File: src/rtl/rv32i.sv
// Shared RV32I core types used by the memory arbiter ports.
package rv32i;

  typedef enum logic {
    MEM_LOAD  = 1'b0,
    MEM_STORE = 1'b1
  } mem_op_e;

endpackage

File: src/rtl/mem_arbiter.sv
// Two-requester (instruction fetch / data) arbiter onto a single memory port
// with one outstanding transaction, round-robin tie-break and a response watchdog.
module mem_arbiter
  import rv32i::*;
#(
  parameter int unsigned TIMEOUT_CYCLES = 255
) (
  input  logic        clk,
  input  logic        reset_n,
  // instruction fetch requester
  input  logic        if_req,
  input  logic [31:0] if_addr,
  output logic        if_gnt,
  output logic        if_rvalid,
  output logic [31:0] if_rdata,
  output logic        if_err,
  // data requester
  input  logic        d_req,
  input  mem_op_e     d_op,
  input  logic [31:0] d_addr,
  input  logic [31:0] d_wdata,
  input  logic [3:0]  d_be,
  output logic        d_gnt,
  output logic        d_rvalid,
  output logic [31:0] d_rdata,
  output logic        d_err,
  // shared memory port
  output logic        mem_req,
  output logic        mem_we,
  output logic [31:0] mem_addr,
  output logic [31:0] mem_wdata,
  output logic [3:0]  mem_be,
  input  logic        mem_gnt,
  input  logic        mem_rvalid,
  input  logic [31:0] mem_rdata,
  // status
  output logic        err_spurious
);

  localparam int unsigned       CNT_W    = 16;
  localparam logic [CNT_W-1:0] CNT_LAST = CNT_W'(TIMEOUT_CYCLES - 1);
  localparam bit               WDOG_EN  = (TIMEOUT_CYCLES != 0);

  typedef enum logic [1:0] {
    IDLE      = 2'd0,
    ISSUE     = 2'd1,
    WAIT_RESP = 2'd2
  } state_e;

  typedef enum logic {
    OWN_IF = 1'b0,
    OWN_D  = 1'b1
  } owner_e;

  state_e           state_q, state_d;
  owner_e           owner_q, owner_d;
  owner_e           last_owner_q, last_owner_d;
  logic [CNT_W-1:0] cnt_q, cnt_d;
  logic             err_spurious_q, err_spurious_d;

  // requester driving the port this cycle, and whether it is presenting a request
  owner_e           sel;
  logic             issue;
  // response to be routed to the owner this cycle
  logic             resp_valid;
  logic             resp_err;
  logic [31:0]      resp_data;

  // State register with synchronous active-low reset
  always_ff @(posedge clk) begin
    if (!reset_n) begin
      state_q        <= IDLE;
      owner_q        <= OWN_IF;
      last_owner_q   <= OWN_IF;
      cnt_q          <= '0;
      err_spurious_q <= 1'b0;
    end else begin
      state_q        <= state_d;
      owner_q        <= owner_d;
      last_owner_q   <= last_owner_d;
      cnt_q          <= cnt_d;
      err_spurious_q <= err_spurious_d;
    end
  end

  // Arbitration, port muxing, response routing and watchdog; everything is forced low in reset
  always_comb begin
    state_d        = state_q;
    owner_d        = owner_q;
    last_owner_d   = last_owner_q;
    cnt_d          = cnt_q;
    err_spurious_d = err_spurious_q;
    sel            = owner_q;
    issue          = 1'b0;
    resp_valid     = 1'b0;
    resp_err       = 1'b0;
    resp_data      = '0;

    if_gnt       = 1'b0;
    if_rvalid    = 1'b0;
    if_rdata     = '0;
    if_err       = 1'b0;
    d_gnt        = 1'b0;
    d_rvalid     = 1'b0;
    d_rdata      = '0;
    d_err        = 1'b0;
    mem_req      = 1'b0;
    mem_we       = 1'b0;
    mem_addr     = '0;
    mem_wdata    = '0;
    mem_be       = '0;
    err_spurious = 1'b0;

    if (reset_n) begin
      err_spurious = err_spurious_q;

      unique case (state_q)
        IDLE: begin
          if (if_req && d_req) begin
            sel = (last_owner_q == OWN_IF) ? OWN_D : OWN_IF;
          end else if (d_req) begin
            sel = OWN_D;
          end else begin
            sel = OWN_IF;
          end
          issue = if_req | d_req;
          if (mem_rvalid) err_spurious_d = 1'b1;
          if (issue) begin
            owner_d = sel;
            state_d = mem_gnt ? WAIT_RESP : ISSUE;
          end
        end

        ISSUE: begin
          sel   = owner_q;
          issue = (owner_q == OWN_IF) ? if_req : d_req;
          if (mem_rvalid) err_spurious_d = 1'b1;
          if (!issue) begin
            state_d = IDLE;
          end else if (mem_gnt) begin
            state_d = WAIT_RESP;
          end
        end

        WAIT_RESP: begin
          if (mem_rvalid) begin
            resp_valid = 1'b1;
            resp_data  = mem_rdata;
            state_d    = IDLE;
          end else if (WDOG_EN && (cnt_q == CNT_LAST)) begin
            resp_valid = 1'b1;
            resp_err   = 1'b1;
            state_d    = IDLE;
          end else begin
            cnt_d = cnt_q + CNT_W'(1);
          end
        end

        default: state_d = IDLE;
      endcase

      // drive the shared port from the selected requester
      if (issue) begin
        mem_req = 1'b1;
        if (sel == OWN_IF) begin
          mem_we    = 1'b0;
          mem_addr  = if_addr;
          mem_wdata = '0;
          mem_be    = 4'hF;
          if_gnt    = mem_gnt;
        end else begin
          mem_we    = (d_op == MEM_STORE);
          mem_addr  = d_addr;
          mem_wdata = d_wdata;
          mem_be    = d_be;
          d_gnt     = mem_gnt;
        end
        if (mem_gnt) begin
          last_owner_d = sel;
          cnt_d        = '0;
        end
      end

      // route the response to the owner only
      if (resp_valid) begin
        if (owner_q == OWN_IF) begin
          if_rvalid = 1'b1;
          if_rdata  = resp_data;
          if_err    = resp_err;
        end else begin
          d_rvalid = 1'b1;
          d_rdata  = resp_data;
          d_err    = resp_err;
        end
      end
    end
  end

endmodule

File: config.mk
export PLATFORM = sky130hd
export DESIGN_NAME = mem_arbiter
export DESIGN_NICKNAME = d
export VERILOG_FILES = /design/src/rtl/rv32i.sv /design/src/rtl/mem_arbiter.sv
export SDC_FILE = /design/constraint.sdc
export NUM_CORES = 1
export LEC_CHECK = 0
export ABC_CLOCK_PERIOD_IN_PS = 2250
export BUFFER_PORTS_ARGS = -buffer_cell sky130_fd_sc_hd__buf_2
export CAP_MARGIN = 20
export CORE_AREA = 5 5 105 107
export DETAILED_ROUTE_END_ITERATION = 10
export DIE_AREA = 0 0 110 112
export SKIP_CTS_REPAIR_TIMING = 1
export SYNTH_ARGS = -nofsm -noshare
export SYNTH_HDL_FRONTEND = slang
export SYNTH_SLANG_ARGS = --single-unit
File: constraint.sdc
create_clock -name clk -period 2.25 [get_ports clk]
set_clock_uncertainty 0.15 [all_clocks]
set_input_delay 0.5625 -clock clk [delete_from_list [all_inputs] [get_ports clk]]
set_output_delay 0.5625 -clock clk [all_outputs]
set_load 0.01 [all_outputs]
# Word level (Yosys, flattened, before mapping)
# Index checks and enable logic that the tools add are counted.
# op_classes
add_sub_neg	1
multipliers	0
shifts	0
n_eq_ne	6
n_lt_le_gt_ge	0
div	0
mux	67
n_reduce_logical	7
bitwise	1
# op_table
op	count
32-bit 2-to-1 mux	14
16-bit 2-to-1 mux	5
1-bit 2-to-1 mux	37
16-bit by 1-bit adder with 16-bit output, second input constant	1
16-bit by 8-bit == test with 1-bit output, second input constant	1
2-bit 2-to-1 mux	6
4-bit 2-to-1 mux	3
3-bit != test, second input constant	2
2-bit case mux with 3 select lines	1
2-bit AND reduction	3
3-bit AND reduction	1
2-bit by 1-bit == test with 1-bit output, second input constant	1
2-bit == test, second input constant	1
2-bit logical NOT	1
2-bit != test, second input constant	1
1-bit case mux with 2 select lines	1
2-bit OR reduction	1
1-bit logical AND	1
1-bit bitwise OR	1
# word_totals
n_memories	0
out_inout_bits	141
mem_bits_rw	0
rom_bits	0
inputBits	139
latchBits	0
elab_cells	87
regBits	21

# Longest topological paths before layout
# Gate-level depths: netlist of run 1.
# logic_depth
word_depth	7
ltp_mapped	7
depth_no_buf	6

# Worst setup path after synthesis of run 1
# OpenSTA, ideal clock, no wires.
# synth_timing
path_type	input to output
start	input d_req
end	output mem_addr[10]
path_stages	6
required_ps	1537
path_buffers	2
arrival_time_ps	1752
setup_slack_ps	-214
path_cell_list	a21boi_0 -> mux2i_1 -> clkbuf_1 -> buf_1 -> nand2_1 -> a21oi_1
# synth_via
elab_chain_len	7
word_cells_on_any_way	12
cone_classes	10 x mux; 1 x bitwise; 1 x reduce/logical
# synth_lines
item	line_no	text
from (decl)	mem_arbiter.sv:18	input logic d_req,
1-bit 2-to-1 mux or 1-bit logical AND (tied branches)	mem_arbiter.sv:121, mem_arbiter.sv:119	
1-bit 2-to-1 mux	mem_arbiter.sv:119	if (if_req && d_req) begin
1-bit 2-to-1 mux	mem_arbiter.sv:117	unique case (state_q)
1-bit 2-to-1 mux	mem_arbiter.sv:114	if (reset_n) begin
32-bit 2-to-1 mux	mem_arbiter.sv:165	if (sel == OWN_IF) begin
32-bit 2-to-1 mux (*)	mem_arbiter.sv:163	if (issue) begin
32-bit 2-to-1 mux (*)	mem_arbiter.sv:114	
to (decl)	mem_arbiter.sv:30	output logic [31:0] mem_addr,
# Every way passes the cells marked *; elsewhere a longest branch is shown, timed or not. The select of a mux whose other input is x is not followed.

# Worst setup path in the final report of run 1
# layout_timing
start	input if_req
end	output mem_addr[8]
# layout_via
elab_chain_len	7
word_cells_on_any_way	11
cone_classes	9 x mux; 1 x bitwise; 1 x reduce/logical
# layout_lines
item	line_no	text
from (decl)	mem_arbiter.sv:11	input logic if_req,
1-bit logical AND	mem_arbiter.sv:119	
1-bit 2-to-1 mux	mem_arbiter.sv:119	
1-bit 2-to-1 mux	mem_arbiter.sv:117	
1-bit 2-to-1 mux	mem_arbiter.sv:114	
32-bit 2-to-1 mux	mem_arbiter.sv:165	
32-bit 2-to-1 mux (*)	mem_arbiter.sv:163	
32-bit 2-to-1 mux (*)	mem_arbiter.sv:114	
# Marks and branches as above.

==> impl_metrics.csv, run 1 <==
group,metric,value,unit
sta,timing_hold_violations_final,0,
logic_synthesis,netlist_area,0.00229,mm^2
placed_design,dp_cells,785,
setup_path,crit_start,"if_req",
setup_path,required,1.54,ns
min_path,min_path_type,"in -> reg",
grt,grt_pass1_vias,3388,
clock_network,clock_path_buffers,2,
floorplanning,core,0.0100,mm^2
sta,holdWs,0.323,ns
cells_and_area,layout-drive-gt1-share,0.590,
cells_and_area,fin_cells,811,
floorplanning,io_pins,280,
pwr,peakVddDrop,0.180,mV
floorplanning,die_area,0.0123,mm^2
setup_path,r2r_setup_slack,0.13,ns
clock_network,path_clk_slew,0.08,ns
sta,rsz0062_at_grt,"yes",
clock_network,htree_levels,1,
placed_design,gp_congestion,0.938,
route,drtIter0Drc,167,
floorplanning,chipWidth,110,um
grt,grt_pass1_wl,16300,um
logic_synthesis,netlist_instances,369,
logic_synthesis,yosysUniqueCellTypes,37,
logic_synthesis,synth_ff_type,"dfxtp_1",
sta,finalSetupViolCount,121,
placed_design,port_buffers,279,
clock_network,root_buffer,"clkbuf_8",
sta,post-route-period-util,1.11,
cells_and_area,area_growth,108,%
clock_network,clk_latency,0.26,ns
sta,finalMaxSlewViolations,0,
pwr,p_per_area,298,mW/mm^2
setup_path,max_stage_delay,0.27,ns
sta,fmax,401,MHz
route,firstDrtPassIters,4,
sta,slew_headroom,0.685,
grt,antenna_found_initial,0,
grt,grt_max_degree,39,
sta,layout_min_cycle_time,2.50,ns
run_status,violations,"negative setup slack",
grt,grtUsageTotal,0.163,
route,postRouteAntennaNets,0,
setup_path,worst_r2r_path_depth,6,
logic_synthesis,synth_nets,510,
setup_path,worstPathMaxFanout,7,
sta,final.setup.worst_slack,-0.245,ns
clock_network,cts_buffers,3,
setup_path,r2r-start,"state_q[0]",
logic_synthesis,synth_edf_count,0,
placed_design,dp_slack,-0.234,ns
run_status,status,"finished, violations left",
logic_synthesis,synth-async-reset-ratio,0,
grt,grt_overflow,0,
cells_and_area,final_common_cell,"buf_2",
cells_and_area,fillers,1010,
setup_path,worstPathCellList,"buf_6 > mux2_4 > o211ai_1 > buf_4 > clkbuf_16 > a21oi_1 > buf_2",
floorplanning,start_util,0.228,
route,wl_per_cell,16.1,um
route,routed_via_density,4.66,
cells_and_area,diodes,0,
floorplanning,rows,37,
route,wl,13100,um
floorplanning,die_h,112,um
setup_path,crit_path_end_kind,"primary output",
job,maxCapViolCount,0,
clock_network,cts.sinks,21,
setup_path,timing.rr.end,"cnt_q[11]",
logic_synthesis,yosys_warnings,0,
logic_synthesis,seq_area_frac_synth,0.184,
route,drc,0,
clock_network,tritoncts,"done",
setup_path,arrival,1.78,ns
setup_path,startpoint_type,"input port",
placed_design,dp.final_hpwl,9920,um
setup_path,crit_path_end,"mem_addr[8]",
sta,worstMarginPinSlew,0.470,ns
setup_path,crit_path_top_delay_cell,"mux2_4",
logic_synthesis,avgSynthCellArea,6.19,um^2
setup_path,critPathKind,"in -> out",
route,vias,3777,
pwr,p_leak,2.58,nW
logic_synthesis,ys_ff_latch,21,
cells_and_area,final_cell_mix,"267 x buf_2, 89 x and2_1, 72 x nand2_1",
cells_and_area,nets,817,
[Yosys cell counts (all sizes together), types with 2 or more instances]
| cell type | number | share of area |
|---|---|---|
| nand3b | 3 | 0.0099 |
| or4 | 5 | 0.016 |
| mux2i | 6 | 0.026 |
| and2 | 98 | 0.27 |
| nor2 | 20 | 0.033 |
| nand3 | 9 | 0.020 |
| or3 | 3 | 0.0082 |
| ha | 2 | 0.011 |
| nor3 | 9 | 0.020 |
| a211oi | 3 | 0.0099 |
| inv | 10 | 0.016 |
| nand4 | 4 | 0.011 |
| o31ai | 4 | 0.013 |
| and3 | 4 | 0.011 |
| o21ai | 2 | 0.0044 |
| dfxtp | 21 | 0.18 |
| nand2 | 73 | 0.12 |
| o211ai | 2 | 0.0066 |
| nor4 | 4 | 0.011 |
| buf | 5 | 0.0088 |
| mux2 | 2 | 0.0099 |
| clkbuf | 21 | 0.034 |
| a21oi | 46 | 0.10 |
[metal layers]
layer | track usage | wire (um) | up-vias
met5 | 0 | 0 | -
met4 | 0.0366 | 125 | 0
met3 | 0.0319 | 1190 | 12
met2 | 0.323 | 7030 | 209
met1 | 0.170 | 4720 | 1714
li1 | - | - | 1842
[how the worst min path moves through the flow]
stage,startpoint,end,slack (ns),cells past startpoint
2_1_floorplan,err_spurious_q,err_spurious_q,0.28,2
3_3_place_gp,err_spurious_q,err_spurious_q,0.30,2
3_5_place_dp,err_spurious_q,err_spurious_q,0.31,2
4_1_cts,mem_gnt,state_q[0],0.33,2
5_1_grt,mem_gnt,state_q[0],0.32,2
6_report,mem_gnt,state_q[0],0.32,2
[power by group]
part           switching, mW  leakage [nW]  internal, mW  total, mW
sequential           0.00911         0.174         0.379      0.388
clock                  0.127        0.0255         0.123      0.250
combinational          0.389          2.38         0.388      0.777
[per-stage QoR]
| stage | instance area (um^2) | util | TNS [ns] | power, mW |
|---|---|---|---|---|
| floorplan | 2330 | - | -0.317 | 0.678 |
| global placement | 4070 | 0.405 | -20.21 | 0.996 |
| detailed placement | 4070 | 0.405 | -21.86 | 1.00 |
| CTS | 4120 | 0.410 | -33.83 | 1.26 |
| global route | 4750 | 0.473 | -25.98 | 1.50 |
| finish | 4750 | 0.473 | -16.33 | 1.42 |
[critical path: cells and delay by family]
| family | cells | cell delay [ns] |
|---|---|---|
| buffers and inverters | 4 | 0.64 |
| multiplexers | 1 | 0.27 |
| AO/OA/AOI/OAI | 2 | 0.30 |
[flip-flops by register name (all words and copies together), names as in the netlist]
register and flops:
owner_q 1, cnt_q 16, last_owner_q 1, state_q 2
err_spurious_q 1
[area by class of cell]
type                    instances  area (um^2)  share of cell area
multi-input cells             312         1970               0.414
repair buffers                328         2090               0.441
well taps                     136          170              0.0358
clock buffers                   3         41.3             0.00868
clock inverters                 1         5.00             0.00105
inverters                      10         40.0             0.00842
flip-flops and latches         21          437              0.0918
[logic make-up after synthesis]
kind of cell | share of synthesized area
and+or+nand+nor | 0.550
AOI/OAI and AO/OA | 0.156
buffers and inverters | 0.0597
DFF | 0.184
muxes | 0.0361
adders and majority gates | 0.0109
xor gates and xnor gates | 0.00383
Power figures use the tool's default switching activity.
==> run 2, diff against run 1 <==
==> constraint.sdc (replaced) <==
create_clock -name clk -period 2.25 [get_ports clk]
set_clock_uncertainty 0.15 [all_clocks]
set_input_delay 0.225 -clock clk [delete_from_list [all_inputs] [get_ports clk]]
set_output_delay 0.225 -clock clk [all_outputs]
set_load 0.01 [all_outputs]
==> run 2 against run 1 <==
The flow now finishes without violations. Non-clock buffer count is 20 lower. Sequential share of layout area is 0.92 points higher. Die area stayed put. Combinational power is 12% lower. Sequential power hardly changed. Flip-flop and latch count stayed put. Critical endpoint is now mem_addr[26]. Register-to-register slack better by 0.02 ns. Worst setup slack better by 0.32 ns. Count of clock-buffer cells in the layout stayed put. Final cell count is 2.5% lower. Design area is 11% lower. Worst hold slack worse by 0.22 ns.
==> impl_metrics.csv, run 2 (synthesis results as in run 1) <==
group,metric,value,unit
grt,grt_pass1_vias,3363,
job,maxCapViolCount,0,
sta,timing_hold_violations_final,0,
pwr,p_per_area,313,mW/mm^2
sta,final.setup.worst_slack,0.0705,ns
route,postRouteAntennaNets,0,
floorplanning,io_pins,280,
min_path,holdPathEnd,"owner_q",
min_path,min_path_type,"in -> reg",
cells_and_area,regMostFlops,"cnt_q",
clock_network,cts.sinks,21,
route,drc,0,
sta,finalMaxSlewViolations,0,
floorplanning,die_area,0.0123,mm^2
setup_path,crit_path_end_kind,"primary output",
grt,antenna_found_initial,1,
route,vias,3583,
cells_and_area,top_regs,"cnt_q: 16 flops, state_q: 2 flops",
clock_network,tritoncts,"done",
grt,grtUsageTotal,0.168,
sta,slew_headroom,0.711,
clock_network,clk_latency,0.27,ns
floorplanning,core,0.0100,mm^2
floorplanning,chipWidth,110,um
sta,finalSetupViolCount,0,
clock_network,clock_path_buffers,2,
sta,layout_min_cycle_time,2.18,ns
sta,post-route-period-util,0.969,
cells_and_area,final_core_utilization,0.423,
placed_design,dp.final_hpwl,9650,um
cells_and_area,fin_area,0.00425,mm^2
route,wl_per_cell,14.9,um
placed_design,gp_congestion,0.911,
setup_path,crit_path_top_delay_cell,"dfxtp_4",
min_path,hold_path_startpoint,"if_req",
cells_and_area,final_cell_mix,"278 x buf_2, 97 x and2_1, 72 x nand2_1",
setup_path,startpoint_type,"register",
route,firstDrtPassIters,4,
sta,worstMarginPinSlew,0.433,ns
sta,rsz0062_at_grt,"yes",
cells_and_area,area_growth,85.7,%
min_path,worstHoldPathCells,3,
sta,fmax,459,MHz
cells_and_area,layout-drive-gt1-share,0.504,
clock_network,root_buffer,"clkbuf_8",
setup_path,max_stage_delay,0.37,ns
setup_path,critPathMostFrequentCell,"buf_6",
route,wl,11800,um
floorplanning,rows,37,
pwr,peakVddDrop,0.161,mV
cells_and_area,fillers,1060,
setup_path,r2r_setup_slack,0.15,ns
clock_network,cts_buffers,3,
setup_path,critPathKind,"reg -> out",
clock_network,htree_levels,1,
setup_path,timing.rr.end,"cnt_q[13]",
setup_path,arrival,1.80,ns
cells_and_area,nets,797,
placed_design,dp_slack,0.105,ns
clock_network,path_clk_slew,0.08,ns
pwr,p_leak,2.42,nW
route,drtIter0Drc,150,
pwr,power,1.33,mW
grt,grt_pass1_wl,16900,um
run_status,status,"finished, final reports clean",
setup_path,worstPathMaxFanout,8,
setup_path,r2r-start,"state_q[0]",
floorplanning,start_util,0.228,
placed_design,placed_area,0.00396,mm^2
placed_design,port_buffers,279,
setup_path,crit_start,"state_q[1]",
floorplanning,die_h,112,um
setup_path,required,1.88,ns
grt,grt_max_degree,34,
grt,grt_overflow,0,
setup_path,worstPathCellList,"nor2_4 > buf_6 > mux2i_4 > buf_6 > buf_12 > nand2_2 > a21oi_2 > buf_2",
route,routed_via_density,4.53,
cells_and_area,diodes,0,
cells_and_area,largest_reg_flops,16,
cells_and_area,final_common_cell,"buf_2",
setup_path,worst_r2r_path_depth,4,
## run 2: cell types whose count changed in the layout (fill, tap and decap cells not counted), sizes merged
cell / delta
buf: -16
clkbuf: -5
dlygate4sd3: +1
## run 2: metal layers
metal | track usage | up-vias | part of all wire
met5 | 0 | - | 0.0011
met3 | 0.0458 | 16 | 0.086
met4 | 0.0324 | 2 | 0.015
met2 | 0.294 | 163 | 0.50
met1 | 0.203 | 1604 | 0.40
li1 | - | 1798 | -
## run 2: cell type report
| class | instances | area, um^2 | area share |
|---|---|---|---|
| Tap cell | 136 | 170 | 0.0401 |
| Inverter | 10 | 37.5 | 0.00884 |
| Multi-Input combinational cell | 312 | 1790 | 0.421 |
| Clock buffer | 3 | 41.3 | 0.00973 |
| Sequential cell | 21 | 429 | 0.101 |
| Clock inverter | 1 | 5.00 | 0.00118 |
| Timing Repair Buffer | 308 | 1770 | 0.418 |
## run 2: power breakdown
part	internal, mW	switching (mW)
Combinational	0.335	0.344
Sequential	0.380	0.00892
Clock	0.124	0.135
Total	0.839	0.488
## run 2: how the worst max path moves through the flow
| stage | to | slack (ns) |
|---|---|---|
| final | mem_addr[26] | 0.07 |
| after global routing | mem_wdata[13] | -0.03 |
| after CTS | mem_addr[26] | -0.03 |
| after detailed placement | cnt_q[13] | 0.10 |
| after global placement | cnt_q[13] | 0.12 |
| after floorplan | cnt_q[13] | 0.20 |
## run 2: per-stage QoR
stage | setup TNS [ns] | instances | hold WS, ns
floorplan | 0 | 369 | 0.147
global placement | 0 | 777 | 0.257
detailed placement | 0 | 777 | 0.258
CTS | -0.127 | 781 | -0.0338
global route | -0.752 | 791 | 0.115
finish | 0 | 791 | 0.102
## run 2: critical path: cells and delay by family (launching register included)
family,cells,cell delay (ns)
AO/OA/AOI/OAI,1,0.17
AND/OR/NAND/NOR,2,0.18
multiplexers,1,0.27
flip-flops,1,0.37
buffers and inverters,4,0.54
